## src/rtl/fetch_stage.sv

```systemverilog
// IF stage and IF/ID register: PC, single-outstanding imem req/ready fetch, one-entry skid for stalled returns.
// Optional IF_DELAY_SLOT_EN: a branch redirect keeps the current IF/ID word instead of flushing it.
module fetch_stage #(
   parameter int            AW       = 32,
   parameter logic [AW-1:0] RESET_PC = '0
) (
   input  logic          clk,
   input  logic          rst_n,
   input  logic          stall,
   input  logic          branch_taken,
   input  logic [AW-1:0] branch_target,
   output logic          imem_req,
   output logic [AW-1:0] imem_addr,
   input  logic          imem_ready,
   input  logic [31:0]   imem_rdata,
   output logic [31:0]   instr_d,
   output logic [AW-1:0] pcplus4_d,
   output logic          valid_d,
   output logic [5:0]    op_d,
   output logic [5:0]    funct_d,
   output logic [1:0]    dbg_state
);

   typedef enum logic [1:0] {
      S_IDLE = 2'd0,
      S_REQ  = 2'd1,
      S_HOLD = 2'd2
   } state_t;

   state_t        state, state_nxt;
   logic [AW-1:0] pc, pc_nxt, pc_inc;
   logic [31:0]   instr_nxt;
   logic [AW-1:0] pcp4_nxt;
   logic          valid_nxt;
   logic [31:0]   skid_instr, skid_instr_nxt;
   logic [AW-1:0] skid_pcp4, skid_pcp4_nxt;

   // Handshake: imem_req is high only in S_REQ with imem_addr = pc held steady; a cycle
   // with imem_req & imem_ready transfers imem_rdata and retires the request.
   assign imem_req  = (state == S_REQ);
   assign imem_addr = pc;
   assign op_d      = instr_d[31:26];
   assign funct_d   = instr_d[5:0];
   assign dbg_state = state;
   assign pc_inc    = pc + AW'(4);

   always_comb begin
      state_nxt      = state;
      pc_nxt         = pc;
      instr_nxt      = instr_d;
      pcp4_nxt       = pcplus4_d;
      valid_nxt      = valid_d;
      skid_instr_nxt = skid_instr;
      skid_pcp4_nxt  = skid_pcp4;
      if (branch_taken) begin
         pc_nxt    = branch_target;
         state_nxt = S_REQ;
`ifdef IF_DELAY_SLOT_EN
         instr_nxt = instr_d;
         valid_nxt = valid_d;
`else
         instr_nxt = 32'h0;
         valid_nxt = 1'b0;
`endif
      end else begin
         case (state)
            S_IDLE: begin
               state_nxt = S_REQ;
               if (!stall) begin
                  instr_nxt = 32'h0;
                  valid_nxt = 1'b0;
               end
            end
            S_REQ: begin
               if (imem_ready) begin
                  pc_nxt = pc_inc;
                  // A word returning under stall is parked so the request is never lost.
                  if (stall) begin
                     skid_instr_nxt = imem_rdata;
                     skid_pcp4_nxt  = pc_inc;
                     state_nxt      = S_HOLD;
                  end else begin
                     instr_nxt = imem_rdata;
                     pcp4_nxt  = pc_inc;
                     valid_nxt = 1'b1;
                  end
               end else if (!stall) begin
                  instr_nxt = 32'h0;
                  valid_nxt = 1'b0;
               end
            end
            S_HOLD: begin
               if (!stall) begin
                  instr_nxt = skid_instr;
                  pcp4_nxt  = skid_pcp4;
                  valid_nxt = 1'b1;
                  state_nxt = S_REQ;
               end
            end
            default: state_nxt = S_IDLE;
         endcase
      end
   end

   always_ff @(posedge clk) begin
      if (!rst_n) begin
         state      <= S_IDLE;
         pc         <= RESET_PC;
         instr_d    <= 32'h0;
         pcplus4_d  <= '0;
         valid_d    <= 1'b0;
         skid_instr <= 32'h0;
         skid_pcp4  <= '0;
      end else begin
         state      <= state_nxt;
         pc         <= pc_nxt;
         instr_d    <= instr_nxt;
         pcplus4_d  <= pcp4_nxt;
         valid_d    <= valid_nxt;
         skid_instr <= skid_instr_nxt;
         skid_pcp4  <= skid_pcp4_nxt;
      end
   end

endmodule

```

## config.mk

```make
export PLATFORM = sky130hd
export DESIGN_NAME = fetch_stage
export DESIGN_NICKNAME = d
export VERILOG_FILES = /design/src/rtl/fetch_stage.sv
export SDC_FILE = /design/constraint.sdc
export NUM_CORES = 1
export LEC_CHECK = 0
export BUFFER_PORTS_ARGS = -buffer_cell sky130_fd_sc_hd__buf_2
export CORE_AREA = 2 2 123 125
export DETAILED_ROUTE_END_ITERATION = 8
export DIE_AREA = 0 0 125 127
export PLACE_DENSITY_LB_ADDON = 0.2
export SLEW_MARGIN = 0
export SYNTH_ARGS = -nofsm -noshare
export SYNTH_HDL_FRONTEND = slang
export SYNTH_SLANG_ARGS = --single-unit
```

## constraint.sdc

```tcl
create_clock -name clk -period 4.55 [get_ports clk]
set_input_delay 0.2275 -clock clk [delete_from_list [all_inputs] [get_ports clk]]
set_output_delay 0.2275 -clock clk [all_outputs]
set_load 0.02 [all_outputs]
```

==> flow_summary.toml, run 1 <==
[worst_setup_path]
path_max_fanout = 42
r2r-start = "dbg_state[0]"
required_ps = 4860
crit_arrival_ps = 3050
crit_type = "flop to flop"
worstSetupStartpointType = "flop"
cp-startpoint = "dbg_state[0]"
endpoint_kind = "flop"

[finish]
antenna_cells = 0
syn_to_final_growth_pct = 19.2
fin_util_pct = 61.4
nNetsFinal = 1079
nFillCells = 1322
regArea_mm2 = 0.00326
drive_gt1_share_pct = 23.7
multi_input_area_mm2 = 0.00370

[sta]
period_share_pct = 60.2
slew_headroom_pct = 39.0
hold_viol = 0
fin_crit_ps = 2740
worst_pin_slew_ps = 915
post-route-worst-setup-slack_ps = 1810
maxSlewViolCount = 0
worst_clock_skew_ps = 5.63
fmax_mhz = 365
setup_tns_ps = 0
setup_viol = 0
hold_ws_ps = 38.4
grt_setup_unrepaired = "no"

[placement]
gp_congestion = 0.840
portBuffers = 180
pre_cts_slack_ps = 1890
hpwl_um = 13300

[route]
avgRoutedWirePerCell_um = 16.9
drt_drc_violations_left = 0
dr.pass1.iters = 6
vias = 6864
drtIter0Drc = 575
postRouteAntennaNets = 0
wirelength_um = 20300
routed_via_density = 5.72

[grt]
grt_overflow_total = 0
antenna_found_initial = 0
grt_pass1_wl_um = 32700
use_met1_pct = 35.6
grtUsageMet3_pct = 4.86
met2_usage_pct = 39.5
grt_max_degree = 56
grt_pass1_vias = 6387
grtUsageTotal_pct = 25.3
grt_busiest_layer = "met2"

[clock_tree]
holdBufCountCts = 0
cts_tree = "done"
clk_pin_slew_ps = 70
cts-buffers-inserted = 17
cts_resized = 0
clock-sinks = 163
htree_num_levels = 4
clkLatencyLatePin_ps = 430
cts-root-buf = "clkbuf_16"
postCtsSetupRepairBufs = 0
clock_path_buffers = 2

[floorplanning]
die_w_um = 125
io_pins = 181
die_area_mm2 = 0.0159
die_h_um = 127
coreArea_mm2 = 0.0144
initial_utilization_pct = 51.5
rows = 44

[flow_run]
max-cap-violations = 0

[logic_synthesis]
synth_area_mm2 = 0.00743
syn_area_per_cell_um2 = 8.41
yosys.cell_count.top_type = "dfxtp_1"
ys_seq_elements = 163
synth_edf_count = 0
synth_seq_area_share_pct = 43.9
ys_types = 56
synth.area.top_cells = "dfxtp_1 (44%), a21oi_1 (6.5%), nand2_1 (5.4%)"
ys.warnings.count = 0
yosysTopAreaCellShare_pct = 43.9
syn_inst = 884
yosysTopAreaCell = "dfxtp_1"
synthesis.nets = 959
synth_commonest_cells = "dfxtp_1 (163), nand2_1 (106), a21oi_1 (97)"
synth_top_flop_cell = "dfxtp_1"
async_reset_ff_share_pct = 0

[power]
power_leakage_nw = 3.55
ir_drop_mv = 0.281
p_per_area_mw_per_mm2 = 389

[run_status]
status = "finished clean"

[min_path]
worstHoldPathType = "input pin to flop"
hp-start = "branch_target[1]"
==> registers in the layout, indices dropped and copies added, names as in the netlist <==
register    flops
dbg_state       2
instr_d        32
valid_d         1
pcplus4_d      32
skid_instr     32
imem_addr      32
skid_pcp4      32
==> worst paths after layout <==
path | to | slack (ps) | depth (start not counted)
worst min-delay path | imem_addr[1] | 40 | 3
worst min register to register | pcplus4_d[4] | 450 | 2
worst max register to register | skid_pcp4[2] | 1810 | 6
worst max-delay path | skid_pcp4[2] | 1810 | 6
==> power by group <==
part           internal (mW)  switching, mW  leakage [nW]
clock network          0.941          0.610         0.303
logic                  0.123          0.233          1.92
registers               1.48         0.0573          1.33
==> critical path, cell delays in order, from the launching register on <==
cell and delay, ps:
dfxtp_1 440, ha_1 310, and2_2 190, buf_4 430, nand3_2 750, a21oi_1 410
nor2_1 60
==> routing by layer <==
layer / vias to the layer above / wire length (µm)
met2: 233 / 9220
met1: 3226 / 9510
li1: 3376 / -
met4: 0 / 363
met3: 29 / 1210
met5: - / 0
==> cells in the final DEF (no fill, tap or decap), drive strengths merged, types with 4 or more instances in the layout <==
cell,count
o22ai,8
dfxtp,163
nand3,30
o211ai,5
nor4,7
nor3,18
a211oi,16
xor2,19
xnor2,33
clkinv,5
or3,9
bufinv,4
mux2i,7
o221ai,4
ha,6
clkbuf,18
a22oi,32
a211o,4
nand2,106
nand4,13
and3,14
a22o,33
inv,11
buf,190
a21oi,97
nor2,78
o21ai,57
==> metrics by stage <==
| step | power [mW] | std cells | instance area, µm² |
|---|---|---|---|
| finish | 3.44 | 1201 | 8860 |
| floorplan | 1.79 | 884 | 7430 |
| detailed placement | 1.92 | 1169 | 8210 |
| global placement | 1.91 | 1169 | 8210 |
| CTS | 3.45 | 1201 | 8860 |
| global route | 3.56 | 1201 | 8860 |
==> layout make-up <==
type | instances | share of cell area (%)
multi-input combinational | 623 | 41.7
clock buffer | 18 | 4.96
tap | 184 | 2.60
timing repair buffer | 190 | 11.2
inverter | 9 | 0.381
sequential | 163 | 36.8
clock inverter | 14 | 2.30
==> kinds of logic after synthesis <==
family,after synthesis,synth area share (%)
AND/OR/NAND/NOR,287,18.5
AO/OA/AOI/OAI,271,22.9
flip-flops,163,43.9
buffers and inverters,98,6.67
XOR/XNOR,52,6.13
multiplexers,7,0.943
adder cells (fa/ha/maj),6,1.01
Note: power is estimated with default switching activity, not from simulation.
==> inputs of run 2 (changes only) <==
--- a/config.mk
+++ b/config.mk
@@ -6,9 +6,9 @@
 export NUM_CORES = 1
 export LEC_CHECK = 0
 export BUFFER_PORTS_ARGS = -buffer_cell sky130_fd_sc_hd__buf_2
-export CORE_AREA = 2 2 123 125
+export CORE_AREA = 2 2 128 130
 export DETAILED_ROUTE_END_ITERATION = 8
-export DIE_AREA = 0 0 125 127
+export DIE_AREA = 0 0 130 132
 export PLACE_DENSITY_LB_ADDON = 0.2
 export SLEW_MARGIN = 0
 export SYNTH_ARGS = -nofsm -noshare
==> constraint.sdc (replaced) <==
create_clock -name clk -period 2.4 [get_ports clk]
set_input_delay 0.12 -clock clk [delete_from_list [all_inputs] [get_ports clk]]
set_output_delay 0.12 -clock clk [all_outputs]
set_load 0.02 [all_outputs]
==> flow_summary.toml, run 2 (same netlist as run 1, synthesis figures left out) <==
[floorplanning]
die_h_um = 132
rows = 46
die_area_mm2 = 0.0172
die_w_um = 130
initial_utilization_pct = 47.3
coreArea_mm2 = 0.0157
io_pins = 181

[finish]
fin_area_mm2 = 0.00957
drive_gt1_share_pct = 23.3
final_cell_mix = "buf_2 (180), dfxtp_1 (163), nand2_1 (105)"
nNetsFinal = 1157
syn_to_final_growth_pct = 28.8
fin_util_pct = 60.9
layout.cells.non_filler = 1309
antenna_cells = 0
nFillCells = 1414
layout.cells.most_common = "buf_2"

[sta]
maxSlewViolCount = 0
fin_crit_ps = 2240
period_share_pct = 93.3
worst_pin_slew_ps = 667
setup_viol = 0
setup_tns_ps = 0
fmax_mhz = 447
worst_clock_skew_ps = 7.78
hold_viol = 0
slew_headroom_pct = 55.2
post-route-worst-setup-slack_ps = 161
grt_setup_unrepaired = "no"
hold_ws_ps = 12.8

[grt]
grt_pass1_vias = 6483
grt_overflow_total = 0
grt_max_degree = 50
grt_pass1_wl_um = 33100
grtUsageTotal_pct = 24.2
antenna_found_initial = 0

[clock_tree]
clock_path_buffers = 2
cts-buffers-inserted = 17
clkLatencyLatePin_ps = 430
cts-root-buf = "clkbuf_16"
clk_pin_slew_ps = 60
clock-sinks = 163
cts_tree = "done"
htree_num_levels = 4

[route]
postRouteAntennaNets = 0
avgRoutedWirePerCell_um = 16.1
wirelength_um = 21100
vias = 7122
drtIter0Drc = 417
dr.pass1.iters = 5
routed_via_density = 5.44
drt_drc_violations_left = 0

[worst_setup_path]
endpoint_kind = "flop"
required_ps = 2740
path_max_fanout = 17
worstSetupStartpointType = "flop"
crit_arrival_ps = 2580
crit_type = "flop to flop"
reg2regPathDepth = 7

[power]
ir_drop_mv = 0.512
power_leakage_nw = 3.86
p_per_area_mw_per_mm2 = 667
power.total_mw = 6.38

[placement]
placement.cell_area_mm2 = 0.00838
portBuffers = 180
hpwl_um = 14200
dp_cells = 1218
pre_cts_slack_ps = 79.7
gp_congestion = 0.852

[min_path]
hold_depth = 3
worstHoldPathType = "input pin to flop"

[flow_run]
max-cap-violations = 0

[run_status]
status = "finished clean"
-- run 2: path summary, 6_finish.rpt --
kind                          start             to  slack, ps
setup / recovery       dbg_state[0]  pcplus4_d[18]        160
hold / removal    branch_target[31]  imem_addr[31]         10
setup reg to reg       dbg_state[0]  pcplus4_d[18]        160
hold reg to reg        pcplus4_d[4]   pcplus4_d[4]        450
-- run 2: layout make-up --
cell class                 count  area (µm²)  share of cell area (%)
clock buffer                  21         470                    4.92
clock inverter                 9         106                    1.11
inverter                       9        33.8                   0.353
multi-input combinational    623        3690                    38.6
sequential                   163        3260                    34.1
tap                          216         270                    2.82
timing repair buffer         268        1730                    18.1
-- run 2: routing by layer --
layer	vias to the layer above	GRT usage [%]	part of all wire, %
met4	0	7.77	1.9
li1	3522	-	-
met2	234	37.8	46
met1	3341	33.6	46
met5	-	0	0
met3	25	4.63	5.8
-- run 2: critical path: stages, from the launching register on --
cell,delay [ps]
dfxtp_1,430
inv_1,100
ha_2,310
a21oi_1,260
o21ai_2,80
nor2_1,410
nand2_2,290
o221ai_1,270
-- run 2: what timing repair did --
item / CTS / global route
buffers inserted: 0 / 0
endpoints found under the setup margin: 0 / 13
gates resized for setup: 0 / 2
endpoints found under the hold margin: 61 / 0
hold buffers: 61 / 0
-- run 2: report_power, final --
| group | switching, mW | total (mW) | internal [mW] |
|---|---|---|---|
| sequential | 0.0987 | 2.90 | 2.80 |
| combinational | 0.469 | 0.785 | 0.316 |
| clock | 1.10 | 2.70 | 1.60 |
| total | 1.67 | 6.38 | 4.71 |
==> inputs of run 3 (changes only) <==
--- a/config.mk
+++ b/config.mk
@@ -10,6 +10,7 @@
 export DETAILED_ROUTE_END_ITERATION = 8
 export DIE_AREA = 0 0 130 132
 export PLACE_DENSITY_LB_ADDON = 0.2
+export SETUP_SLACK_MARGIN = 0.5
 export SLEW_MARGIN = 0
 export SYNTH_ARGS = -nofsm -noshare
 export SYNTH_HDL_FRONTEND = slang
==> flow_summary.toml, run 3 (same netlist as run 1, synthesis figures left out) <==
[route]
vias = 7217
postRouteAntennaNets = 0
routed_via_density = 5.44
wirelength_um = 22200
dr.pass1.iters = 5
drt_drc_violations_left = 0
avgRoutedWirePerCell_um = 16.7
drtIter0Drc = 465

[sta]
grt_setup_unrepaired = "yes"
period_share_pct = 77.4
setup_tns_ps = 0
worst_pin_slew_ps = 452
fin_crit_ps = 1860
maxSlewViolCount = 0
setup_viol = 0
slew_headroom_pct = 69.7
worst_clock_skew_ps = 5.37
fmax_mhz = 538
hold_viol = 0
hold_ws_ps = 15.4

[min_path]
worstHoldPathType = "input pin to flop"

[grt]
grt_pass1_wl_um = 34400
antenna_found_initial = 0
grt_overflow_total = 0
grtUsageTotal_pct = 25.1
grt_max_degree = 58
grt_pass1_vias = 6617

[clock_tree]
clk_pin_slew_ps = 60
cts-root-buf = "clkbuf_16"
htree_num_levels = 4
clock-sinks = 163
cts_tree = "done"
clkLatencyLatePin_ps = 430
clock_path_buffers = 2
cts-buffers-inserted = 17

[worst_setup_path]
crit_arrival_ps = 2160
required_ps = 2700
worstSetupStartpointType = "flop"
crit_type = "flop to flop"
endpoint_kind = "flop"
path_max_fanout = 8

[finish]
multi_input_area_mm2 = 0.00392
final_cell_mix = "buf_2 (180), dfxtp_1 (142), nand2_1 (104)"
fin_area_mm2 = 0.0101
syn_to_final_growth_pct = 35.8
nFillCells = 1353
regArea_mm2 = 0.00330
layout.cells.non_filler = 1327
drive_gt1_share_pct = 28.5
antenna_cells = 0
nNetsFinal = 1175
layout.cells.most_common = "buf_2"

[floorplanning]
die_w_um = 130
io_pins = 181
coreArea_mm2 = 0.0157
die_h_um = 132
rows = 46
die_area_mm2 = 0.0172
initial_utilization_pct = 47.3

[placement]
portBuffers = 180
hpwl_um = 14000
gp_congestion = 0.842
dp_cells = 1219
placement.cell_area_mm2 = 0.00844

[power]
ir_drop_mv = 0.559
power.total_mw = 6.61
power_leakage_nw = 4.05
p_per_area_mw_per_mm2 = 655

[flow_run]
max-cap-violations = 0

[run_status]
status = "finished clean"
-- run 3: cell types whose count changed in the layout (fill, tap and decap cells not counted), sizes merged, moves of 3 or more --
cell      before  now
clkinvlp       3    0
buf          207  221
clkbuf        21   28
clkinv         4    1
-- run 3: stage by stage --
stage               setup slack (ps)  util (%)
floorplan                        514         -
global placement                 319      53.7
detailed placement               254      53.7
CTS                              481      62.1
global route                     456      64.2
finish                           542      64.2
-- run 3: repair_timing --
action | 4_1_cts | 5_1_grt
setup endpoints to repair | 128 | 128
hold buffers | 61 | 0
pin swaps | 3 | 7
endpoints found under the hold margin | 61 | 0
cloned | 1 | 3
gates resized for setup | 22 | 50
buffers inserted | 3 | 10
-- run 3: metal layers --
metal  track usage (%)  part of all wire, %  up-vias
met3              4.42                  5.4       31
met5                 0                    0        -
met2              39.6                   46      222
met4              9.14                  2.4        0
met1              34.5                   46     3394
li1                  -                    -     3570
-- run 3: worst paths after layout --
path | start | slack, ps | cells after the start | endpoint
worst max-delay path | imem_addr[2] | 540 | 6 | pcplus4_d[24]
worst max register to register | imem_addr[2] | 540 | 6 | pcplus4_d[24]
worst min-delay path | branch_target[30] | 20 | 3 | imem_addr[30]
worst min register to register | pcplus4_d[4] | 450 | 2 | pcplus4_d[4]
-- run 3: critical path: stages (launching register included) --
cell and delay (ps):
dfxtp_2 430, ha_4 200, nand4_4 200, nor3_1 420, nand3_1 150, xor2_1 210, o22ai_1 120
-- run 3: area by class of cell --
cell class                      count  area share (%)
Multi-Input combinational cell    625            38.8
Sequential cell                   163            32.7
Timing Repair Buffer              284            19.5
Clock buffer                       26            5.05
Tap cell                          216            2.68
Clock inverter                      4           0.942
Inverter                            9           0.335
-- run 3: report_power, final --
| part | leakage, nW | total (mW) | internal [mW] | switching [mW] |
|---|---|---|---|---|
| registers | 1.33 | 2.91 | 2.80 | 0.108 |
| clock network | 0.296 | 2.82 | 1.76 | 1.06 |
| logic | 2.42 | 0.876 | 0.375 | 0.501 |
